**config.mk**
```make
export PLATFORM = sky130hd
export DESIGN_NAME = doppler_sweep_ctrl
export DESIGN_NICKNAME = d
export VERILOG_FILES = /design/src/rtl/doppler_sweep_pkg.sv /design/src/rtl/sweep_dwell_cnt.sv /design/src/rtl/doppler_sweep_ctrl.sv
export SDC_FILE = /design/constraint.sdc
export NUM_CORES = 1
export LEC_CHECK = 0
export CORE_UTILIZATION = 45
export CTS_BUF_LIST = sky130_fd_sc_hd__clkbuf_8
export DETAILED_ROUTE_END_ITERATION = 10
export GPL_TIMING_DRIVEN = 0
export PLACE_DENSITY = 0.76
export SLEW_MARGIN = 20
export SYNTH_ARGS = -nofsm -noshare
export SYNTH_HDL_FRONTEND = slang
export SYNTH_SLANG_ARGS = --single-unit
```
**constraint.sdc**
```tcl
create_clock -name clk -period 9.6 [get_ports clk]
set_input_delay 1.92 -clock clk [delete_from_list [all_inputs] [get_ports clk]]
set_output_delay 1.92 -clock clk [all_outputs]
set_load 0.01 [all_outputs]
```
**src/rtl/doppler_sweep_pkg.sv**
```systemverilog
// Shared types and constants for the Doppler sweep controller.
// Phase increments are 2Q13 radians, so +/-pi bounds every latched or stepped value.
package doppler_sweep_pkg;

    typedef enum logic [1:0] {
        ST_IDLE = 2'd0,
        ST_RUN  = 2'd1,
        ST_HOLD = 2'd2
    } state_e;

    typedef enum logic [1:0] {
        MODE_SINGLE   = 2'd0,
        MODE_SAWTOOTH = 2'd1,
        MODE_TRIANGLE = 2'd2,
        MODE_RSVD     = 2'd3
    } mode_e;

    localparam logic signed [15:0] PHASE_MAX = 16'sh6488;
    localparam logic signed [15:0] PHASE_MIN = 16'sh9B78;

    function automatic logic signed [31:0] clamp_phase(input logic signed [31:0] v);
        if (v > 32'(PHASE_MAX)) return 32'(PHASE_MAX);
        if (v < 32'(PHASE_MIN)) return 32'(PHASE_MIN);
        return v;
    endfunction

endpackage

```
**src/rtl/sweep_dwell_cnt.sv**
```systemverilog
// Dwell counter: counts accepted samples and flags the tick that completes a dwell.
// The counter self-clears on expiry so the same-cycle tick never carries into the next value.
module sweep_dwell_cnt #(
    parameter int DWELL_W = 32
) (
    input  logic               clk,
    input  logic               reset,
    input  logic               clear,
    input  logic               tick,
    input  logic [DWELL_W-1:0] dwell,
    output logic               expire
);

    logic [DWELL_W-1:0] cnt_q, cnt_d;

    always_comb begin
        expire = tick && (cnt_q >= dwell - DWELL_W'(1));
        cnt_d  = cnt_q;
        if (clear)       cnt_d = '0;
        else if (expire) cnt_d = '0;
        else if (tick)   cnt_d = cnt_q + DWELL_W'(1);
    end

    always_ff @(posedge clk) begin
        if (reset) cnt_q <= '0;
        else       cnt_q <= cnt_d;
    end

endmodule

```
**src/rtl/doppler_sweep_ctrl.sv**
```systemverilog
// Steps the rotator's per-sample phase increment from start toward end,
// holding each value for a programmed number of accepted samples.
module doppler_sweep_ctrl
    import doppler_sweep_pkg::*;
#(
    parameter int PHASE_W = 16,
    parameter int DWELL_W = 32
) (
    input  logic                      clk,
    input  logic                      reset,
    input  logic signed [PHASE_W-1:0] cfg_start_inc,
    input  logic signed [PHASE_W-1:0] cfg_end_inc,
    input  logic signed [PHASE_W-1:0] cfg_step,
    input  logic        [DWELL_W-1:0] cfg_dwell,
    input  logic        [1:0]         cfg_mode,
    input  logic                      start,
    input  logic                      stop,
    input  logic                      sample_tick,
    output logic signed [PHASE_W-1:0] phase,
    output logic                      phase_valid,
    output logic                      busy,
    output logic                      done,
    output logic        [15:0]        step_cnt
);

    state_e                    state_q, state_d;
    mode_e                     mode_q, mode_d;
    logic signed [PHASE_W-1:0] cur_q, cur_d;
    logic signed [PHASE_W-1:0] start_q, start_d;
    logic signed [PHASE_W-1:0] end_q, end_d;
    logic signed [PHASE_W-1:0] step_q, step_d;
    logic        [DWELL_W-1:0] dwell_q, dwell_d;
    logic                      dir_q, dir_d;
    logic                      done_q, done_d;
    logic        [15:0]        step_cnt_q, step_cnt_d;

    logic signed [PHASE_W:0]   eff_step, sum;
    logic signed [PHASE_W-1:0] stepped, target;
    logic                      reached, expire, cnt_clear, cnt_tick;

    assign cnt_clear = start || stop || (state_q != ST_RUN);
    assign cnt_tick  = sample_tick && (state_q == ST_RUN);

    sweep_dwell_cnt #(.DWELL_W(DWELL_W)) u_dwell (
        .clk    (clk),
        .reset  (reset),
        .clear  (cnt_clear),
        .tick   (cnt_tick),
        .dwell  (dwell_q),
        .expire (expire)
    );

    // Going back toward start (triangle) uses the negated step and start as the target.
    always_comb begin
        eff_step = dir_q ? -{step_q[PHASE_W-1], step_q} : {step_q[PHASE_W-1], step_q};
        sum      = {cur_q[PHASE_W-1], cur_q} + eff_step;
        stepped  = PHASE_W'(clamp_phase(32'(sum)));
        target   = dir_q ? start_q : end_q;
        reached  = ((eff_step > 0) && (stepped >= target)) ||
                   ((eff_step < 0) && (stepped <= target));
    end

    always_comb begin
        state_d    = state_q;
        mode_d     = mode_q;
        cur_d      = cur_q;
        start_d    = start_q;
        end_d      = end_q;
        step_d     = step_q;
        dwell_d    = dwell_q;
        dir_d      = dir_q;
        done_d     = 1'b0;
        step_cnt_d = step_cnt_q;
        if (start) begin
            state_d    = ST_RUN;
            mode_d     = mode_e'(cfg_mode);
            start_d    = PHASE_W'(clamp_phase(32'(cfg_start_inc)));
            end_d      = PHASE_W'(clamp_phase(32'(cfg_end_inc)));
            step_d     = cfg_step;
            dwell_d    = (cfg_dwell == '0) ? DWELL_W'(1) : cfg_dwell;
            cur_d      = PHASE_W'(clamp_phase(32'(cfg_start_inc)));
            dir_d      = 1'b0;
            step_cnt_d = '0;
        end else if (stop) begin
            state_d = ST_IDLE;
            cur_d   = '0;
            dir_d   = 1'b0;
        end else if (state_q == ST_RUN && expire) begin
            step_cnt_d = (step_cnt_q == 16'hFFFF) ? step_cnt_q : step_cnt_q + 16'd1;
            if (mode_q == MODE_SAWTOOTH && cur_q == end_q) begin
                cur_d = start_q;
            end else if (reached) begin
                cur_d = target;
                case (mode_q)
                    MODE_SAWTOOTH: ;
                    MODE_TRIANGLE: dir_d = ~dir_q;
                    default: begin
                        state_d = ST_HOLD;
                        done_d  = 1'b1;
                    end
                endcase
            end else begin
                cur_d = stepped;
            end
        end
    end

    always_ff @(posedge clk) begin
        if (reset) begin
            state_q    <= ST_IDLE;
            mode_q     <= MODE_SINGLE;
            cur_q      <= '0;
            start_q    <= '0;
            end_q      <= '0;
            step_q     <= '0;
            dwell_q    <= '0;
            dir_q      <= 1'b0;
            done_q     <= 1'b0;
            step_cnt_q <= '0;
        end else begin
            state_q    <= state_d;
            mode_q     <= mode_d;
            cur_q      <= cur_d;
            start_q    <= start_d;
            end_q      <= end_d;
            step_q     <= step_d;
            dwell_q    <= dwell_d;
            dir_q      <= dir_d;
            done_q     <= done_d;
            step_cnt_q <= step_cnt_d;
        end
    end

    assign phase       = cur_q;
    assign phase_valid = (state_q != ST_IDLE);
    assign busy        = (state_q != ST_IDLE);
    assign done        = done_q;
    assign step_cnt    = step_cnt_q;

endmodule
```
* Yosys cells after proc, flatten, opt, wreduce, memory -nomap -nowiden
Cells that the tools add are included. Widths: inputs -> output; s select.
Word-level totals: flip-flop bits (word level) 150, bits of input ports 87, output and inout bits 35, word-level logic and storage cells 105
Cells by class: $add $sub $neg 5, $lt $le $gt $ge 11, equal/unequal tests 8, multiplexer cells 40, bitwise gates (word level) 7, reductions and logical operators 22
Operators with widths (number):
- $mux 16 | 18
- $add 32x1->32 const B | 1
- $ge 32x32->1 | 1
- $gt 16x16->1 const B | 2
- $logic_not 32->1 | 1
- $lt 16x16->1 const B | 2
- $mux 32 | 1
- $sub 32x1->32 const B | 1
- $mux 1 | 20
- $add 17x17->17 | 1
- $gt 17x1->1 const B | 1
- $gt 17x16->1 const B | 1
- $lt 17x1->1 const B | 1
- $lt 17x16->1 const B | 1
- $mux 17 | 1
- $neg 17->17 | 1
- $add 16x1->16 const B | 1
- $eq 16x16->1 | 1
- $eq 16x16->1 const B | 1
- $ge 16x16->1 | 1
- $le 16x16->1 | 1
- $reduce_and 4->1 | 3
- $not 1->1 | 7
- $logic_and 1x1->1 | 6
- 12 further kinds | 18

* Depth between registers and ports, before layout
depth in word-level cells 16, gate-level depth with buffers 31, depth with buffers taken out 28

* Cells and area by module
From an unflattened synthesis, not the netlist that was laid out.
Unflattened totals: cell total of the unflattened synthesis 1280, area, all modules 10502.6 um^2
By module, submodules not included:
- doppler_sweep_ctrl | instances 1, cells each 944, area each 7711.1 um^2, seq. area each 2362.3 um^2
- sweep_dwell_cnt | instances 1, cells each 336, area each 2791.4 um^2, seq. area each 640.6 um^2

* Worst setup path after synthesis
Ideal clock, no wire load.
path kind register to register, from register dir_q, to register cur_q[3], in the netlist phase[3], library setup time 116 ps, arrival time 6356 ps, data required time 9484 ps, setup slack 3127 ps, cell stages (with the launch flop) 29, path buffers 5, period minus slack after synthesis 6473 ps, cells stage by stage dfxtp_1 -> clkbuf_1 -> clkbuf_1 -> buf_1 -> clkbuf_1 -> o21ai_0 -> xnor2_1 -> ha_1 -> clkbuf_1 -> o21ai_0 -> a221oi_1 -> a21boi_0 -> o21ai_0 -> xor2_1 -> or4_1 -> a32oi_1 -> and2_1 -> nand2_1 -> ha_1 -> a21o_1 -> a211oi_1 -> nand3_1 -> a31oi_1 -> a211o_1 -> nand2_1 -> nand2_4 -> nand2_4 -> or4_1 -> o211a_1
On the way: word-level cells in the longest chain between the ends 15, elaborated cells on any way between the ends 23, classes of those cells add/sub (1); order compare (6); mux (13); reduce/logical (3)
RTL lines:
- start: declaration | line doppler_sweep_ctrl.sv:33 | logic dir_q, dir_d;
- start signal: assignment | line doppler_sweep_ctrl.sv:128 | dir_q <= dir_d;
- $mux 17 | line doppler_sweep_ctrl.sv:55 | eff_step = dir_q ? -{step_q[PHASE_W-1], step_q} : {step_q[PHASE_W-1], step_q};
- $add 17x17->17 | line doppler_sweep_ctrl.sv:56 | sum = {cur_q[PHASE_W-1], cur_q} + eff_step;
- $lt 17x16->1 | line doppler_sweep_pkg.sv:23 | if (v < 32'(PHASE_MIN)) return 32'(PHASE_MIN);
- $mux 1 (2 in series) | line doppler_sweep_pkg.sv:23
- $mux 16 | line doppler_sweep_pkg.sv:24 | return v;
- $mux 16 | line doppler_sweep_pkg.sv:23
- $ge 16x16->1 / $le 16x16->1 (equally long branches) | line doppler_sweep_ctrl.sv:59, doppler_sweep_ctrl.sv:60
- $logic_and 1x1->1 (on tied branches) | line doppler_sweep_ctrl.sv:59, doppler_sweep_ctrl.sv:60
- $logic_or 1x1->1 | line doppler_sweep_ctrl.sv:59 | reached = ((eff_step > 0) && (stepped >= target)) ||
- $mux 16 * | line doppler_sweep_ctrl.sv:92 | end else if (reached) begin
- $mux 16 * | line doppler_sweep_ctrl.sv:90 | if (mode_q == MODE_SAWTOOTH && cur_q == end_q) begin
- $mux 16 * | line doppler_sweep_ctrl.sv:88 | end else if (state_q == ST_RUN && expire) begin
- $mux 16 * | line doppler_sweep_ctrl.sv:84 | end else if (stop) begin
- $mux 16 * | line doppler_sweep_ctrl.sv:74 | if (start) begin
- end signal: assignment | line doppler_sweep_ctrl.sv:123 | cur_q <= cur_d;
- end: declaration | line doppler_sweep_ctrl.sv:28 | logic signed [PHASE_W-1:0] cur_q, cur_d;
Every way passes the cells marked *; elsewhere a longest branch is shown, timed or not. The select of a mux whose other input is x is not followed. A chain may end at the register's enable or synchronous reset.

* Final worst setup path
from register dir_q, to register cur_q[4], in the netlist phase[4]
Same word-level chain as after synthesis.

==> metrics.md <==
| Metric | Value |
|---|---|
| Mapped Cells | `1257` |
| Vias in the first global route | `9183` |
| Vias post-DR | `9812` |
| Post-synthesis compound-gate area fraction | `17.4%` |
| Ys Warns | `0` |
| Main combinational cell family by area after synthesis | `simple AND/OR/NAND/NOR gates` |
| Final hold violation count | `0` |
| IO buf count | `119` |
| Worst-Skew Late Latency | `0.47 ns` |
| Post-Route Setup TNS | `0 ns` |
| Run status | `complete, but fails checks` |
| CTS hold repair buffers | `0` |
| Chip height | `152 um` |
| DRT Wirelength | `29.5 mm` |
| Ys async rst share | `0%` |
| Ports | `122` |
| CORE AREA | `22000 sq um` |
| Clk_skew | `0.0165 ns` |
| Synth Area per Inst | `8.06 sq um` |
| Synth Area in Adders | `9.53%` |
| Die width | `152 um` |
| Period minus WS final | `8.38 ns` |
| #FFs+latches synth | `150` |
| Mux contribution to synthesized area | `6.73%` |
| M2 GR Usage | `41.1%` |
| Fill cells | `2073` |
| Hold WC Path Type | `flop to flop` |
| Largest net degree at the start of global routing | `17` |
| Worst Path Required | `9.93 ns` |
| Worst setup EP type | `flop` |
| Post-CTS setup repair buffer count | `0` |
| Slew Limit Fails | `0` |
| DRT antenna net count | `0` |
| Dpl hpwl | `23.1 mm` |
| Drt drc | `16` |
| Clock slew at reported path FFs | `0.09 ns` |
| Ant. Diodes | `0` |
| Worst Path Arrival | `8.71 ns` |
| Number of enable flip-flop cells after synthesis | `0` |
| Synth Area in XOR/XNOR | `9.76%` |
| GR Util met1 | `33.3%` |
| Grt total ovfl | `0` |
| Initial antenna violation count | `0` |
| DRT Pass-1 Iters | `9` |
| Avg WL per Cell | `17.5 um` |
| Tcrit/Tclk final | `87.3%` |
| Simple-Gate Fraction of Synth Area | `23.4%` |
| Clk sink count | `150` |
| Critical Path Start Type | `flop` |
| Total power | `1.74 mW` |
| Initial DRC count | `631` |
| Share of cells above drive strength 1 | `4.26%` |
| Slew margin rel. | `39.7%` |
| Leakage | `4.68 nW` |
| Violated checks | `DRC` |
| Synth Net Count | `1419` |
| TritonCTS clock tree | `done` |
| # resized after CTS | `0` |
| Sequential area share after synthesis | `29.6%` |
| Longest Clk Path Bufs | `2` |
| Global-route wire length before repair | `47.0 mm` |
| H-tree Lvls | `4` |
| Crit Path Class | `flop to flop` |
| Synth Flop Type | `dfxtp_1` |
| Worst VDD drop | `0.123 mV` |
| Clock tree root driver cell | `clkbuf_8` |
| Post-Syn Area | `10100 sq um` |
| Worst Tran Pin Value | `0.895 ns` |
| CTS buffer count | `17` |
| Die area | `23100 sq um` |
| Total GRT Usage | `25.5%` |
| Starting Density | `46.2%` |
| Site Rows | `54` |
| Pwr Density | `144 nW/um^2` |
| Met3 usage | `4.93%` |
| Max-Cap Viols | `0` |
| GR peak layer | `met2` |
| GPL Wtd Cong | `0.932` |
| Via density | `5.81` |
| # setup viols final | `0` |
| Area Growth Syn to Fin | `19.3%` |
| Crit path max fanout | `10` |
| RSZ-0062 raised after global routing | `false` |
| Fmax | `119 MHz` |
| Netlist cell types | `75` |
| # nets final | `1557` |
-- registers in the layout, summed over array words and instances (netlist names) --
signal	flops
dwell_q	32
phase	16
step_q	16
step_cnt	16
dir_q	1
end_q	16
mode_q	2
u_dwell.cnt_q	32
state_q	2
done	1
start_q	16
-- cell type report --
cell class / count / area, sq um / area share [%]
Timing Repair Buffer: 119 / 1190 / 9.85
Sequential cell: 150 / 3000 / 24.8
Inverter: 38 / 143 / 1.18
Multi-Input combinational cell: 1018 / 6780 / 56.1
Tap cell: 280 / 350 / 2.90
Clock inverter: 13 / 144 / 1.19
Buffer: 51 / 219 / 1.81
Clock buffer: 19 / 262 / 2.16
-- layout by cell type (no fill, tap or decap), drive strengths merged, types with 5 or more instances in the layout --
cell           synthesis  layout
a211oi                15      15
a21boi                10      10
a21o                   9       9
a21oi                 56      56
a22o                   7       7
a31oi                 13      13
and2                  16      16
and3                  14      14
and4                   5       5
buf                   15      15
clkbuf                36      55
clkdlybuf4s50          0     119
dfxtp                150     150
ha                    74      74
inv                   37      46
mux2i                 67      67
nand2                109     109
nand2b                14      14
nand3                 33      33
nand4                 21      21
nor2                 182     182
nor2b                 12      12
nor3                  19      19
nor4                  17      17
o211a                  5       5
o211ai                 9       9
o21a                   8       8
o21ai                 73      73
o31ai                 12      12
o32ai                  5       5
or2                    6       6
or3                   21      21
or4                   15      15
xnor2                 67      67
xor2                  46      46
-- cells by family after synthesis --
group	after synthesis
and+or+nand+nor	493
AOI/OAI and AO/OA	267
DFF	150
xor gates and xnor gates	113
buffers and inverters	89
adders and majority gates	77
muxes	68
-- cell usage after synthesis (3+ instances only) --
master,count,area share [%]
and3_1,13,0.80
a22o_1,7,0.60
a21oi_1,56,2.8
nor4_1,17,1.0
and4_1,5,0.43
xnor2_1,67,5.8
a21o_1,9,0.67
buf_6,3,0.33
o31ai_1,12,0.89
nor2_1,182,6.7
or4_1,11,0.81
o21ai_0,72,3.6
or2_2,6,0.37
o32ai_1,5,0.43
a32oi_1,4,0.35
o211a_1,5,0.49
mux2i_1,67,6.6
a31oi_1,13,0.80
a21boi_0,10,0.74
nand2_1,107,4.0
o211ai_1,9,0.67
o21a_1,8,0.59
clkbuf_1,36,1.3
a41oi_1,4,0.35
dfxtp_1,150,30
a211oi_1,15,1.1
nor2b_1,12,0.74
a211o_1,3,0.26
or3_1,20,1.2
nand3_1,33,1.6
and2_1,15,0.93
o221ai_1,4,0.35
inv_1,37,1.4
o22ai_1,4,0.25
or4_4,3,0.33
ha_1,74,9.1
nor3_1,19,0.94
a31o_2,3,0.26
buf_1,10,0.37
nand2b_1,14,0.86
xor2_1,46,4.0
nand4_1,21,1.3
-- critical path: stages (launching register included) --
cell and delay, ns:
dfxtp_1 0.31, clkbuf_1 0.35, clkbuf_1 0.35, buf_1 0.63, clkbuf_1 0.44, o21ai_0 0.20
xnor2_1 0.35, ha_1 0.30, clkbuf_1 0.22, a21oi_1 0.24, o211ai_1 0.11, a21boi_0 0.45
o21ai_0 0.20, xor2_1 0.22, or4_1 0.55, a32oi_1 0.61, clkbuf_1 0.39, a21boi_0 0.24
ha_1 0.28, a211oi_1 0.20, nand3_1 0.13, a31oi_1 0.23, a211o_1 0.16, nand2_1 0.13
nand2_4 0.16, nand2_4 0.09, o21ai_0 0.50, o32ai_1 0.20
-- per-layer routing --
| layer | share of wire, % | up-vias |
|---|---|---|
| met5 | 0 | - |
| met4 | 3.2 | 0 |
| met3 | 7.6 | 76 |
| met2 | 44 | 380 |
| met1 | 45 | 4565 |
| li1 | - | 4791 |
-- metrics by stage --
step | hold WS [ns] | instance area, sq um | utilization [%] | setup slack [ns] | std cells
CTS | 0.479 | 12100 | 55.0 | 1.39 | 1688
global route | 0.518 | 12100 | 55.0 | 0.580 | 1688
global placement | 0.460 | 11700 | 53.2 | 1.51 | 1656
detailed placement | 0.464 | 11700 | 53.2 | 1.40 | 1656
finish | 0.488 | 12100 | 55.0 | 1.22 | 1688
floorplan | 0.435 | 10100 | - | 3.13 | 1257
-- final timing paths --
path	startpoint	endpoint	slack (ns)	cells past startpoint
max	dir_q$_SDFFE_PP0P_	phase[4]$_SDFFE_PP0P_	1.22	27
min	start_q[11]$_SDFFE_PP0P_	start_q[11]$_SDFFE_PP0P_	0.49	2
max reg2reg	dir_q$_SDFFE_PP0P_	phase[4]$_SDFFE_PP0P_	1.22	27
min reg2reg	start_q[11]$_SDFFE_PP0P_	start_q[11]$_SDFFE_PP0P_	0.49	2
-- where the power goes --
group	leakage [nW]	switching [mW]	total [mW]	internal, mW
combinational	3.25	0.299	0.535	0.236
clock	0.208	0.264	0.513	0.249
sequential	1.23	0.0423	0.694	0.652
Power figures use the tool's default switching activity.
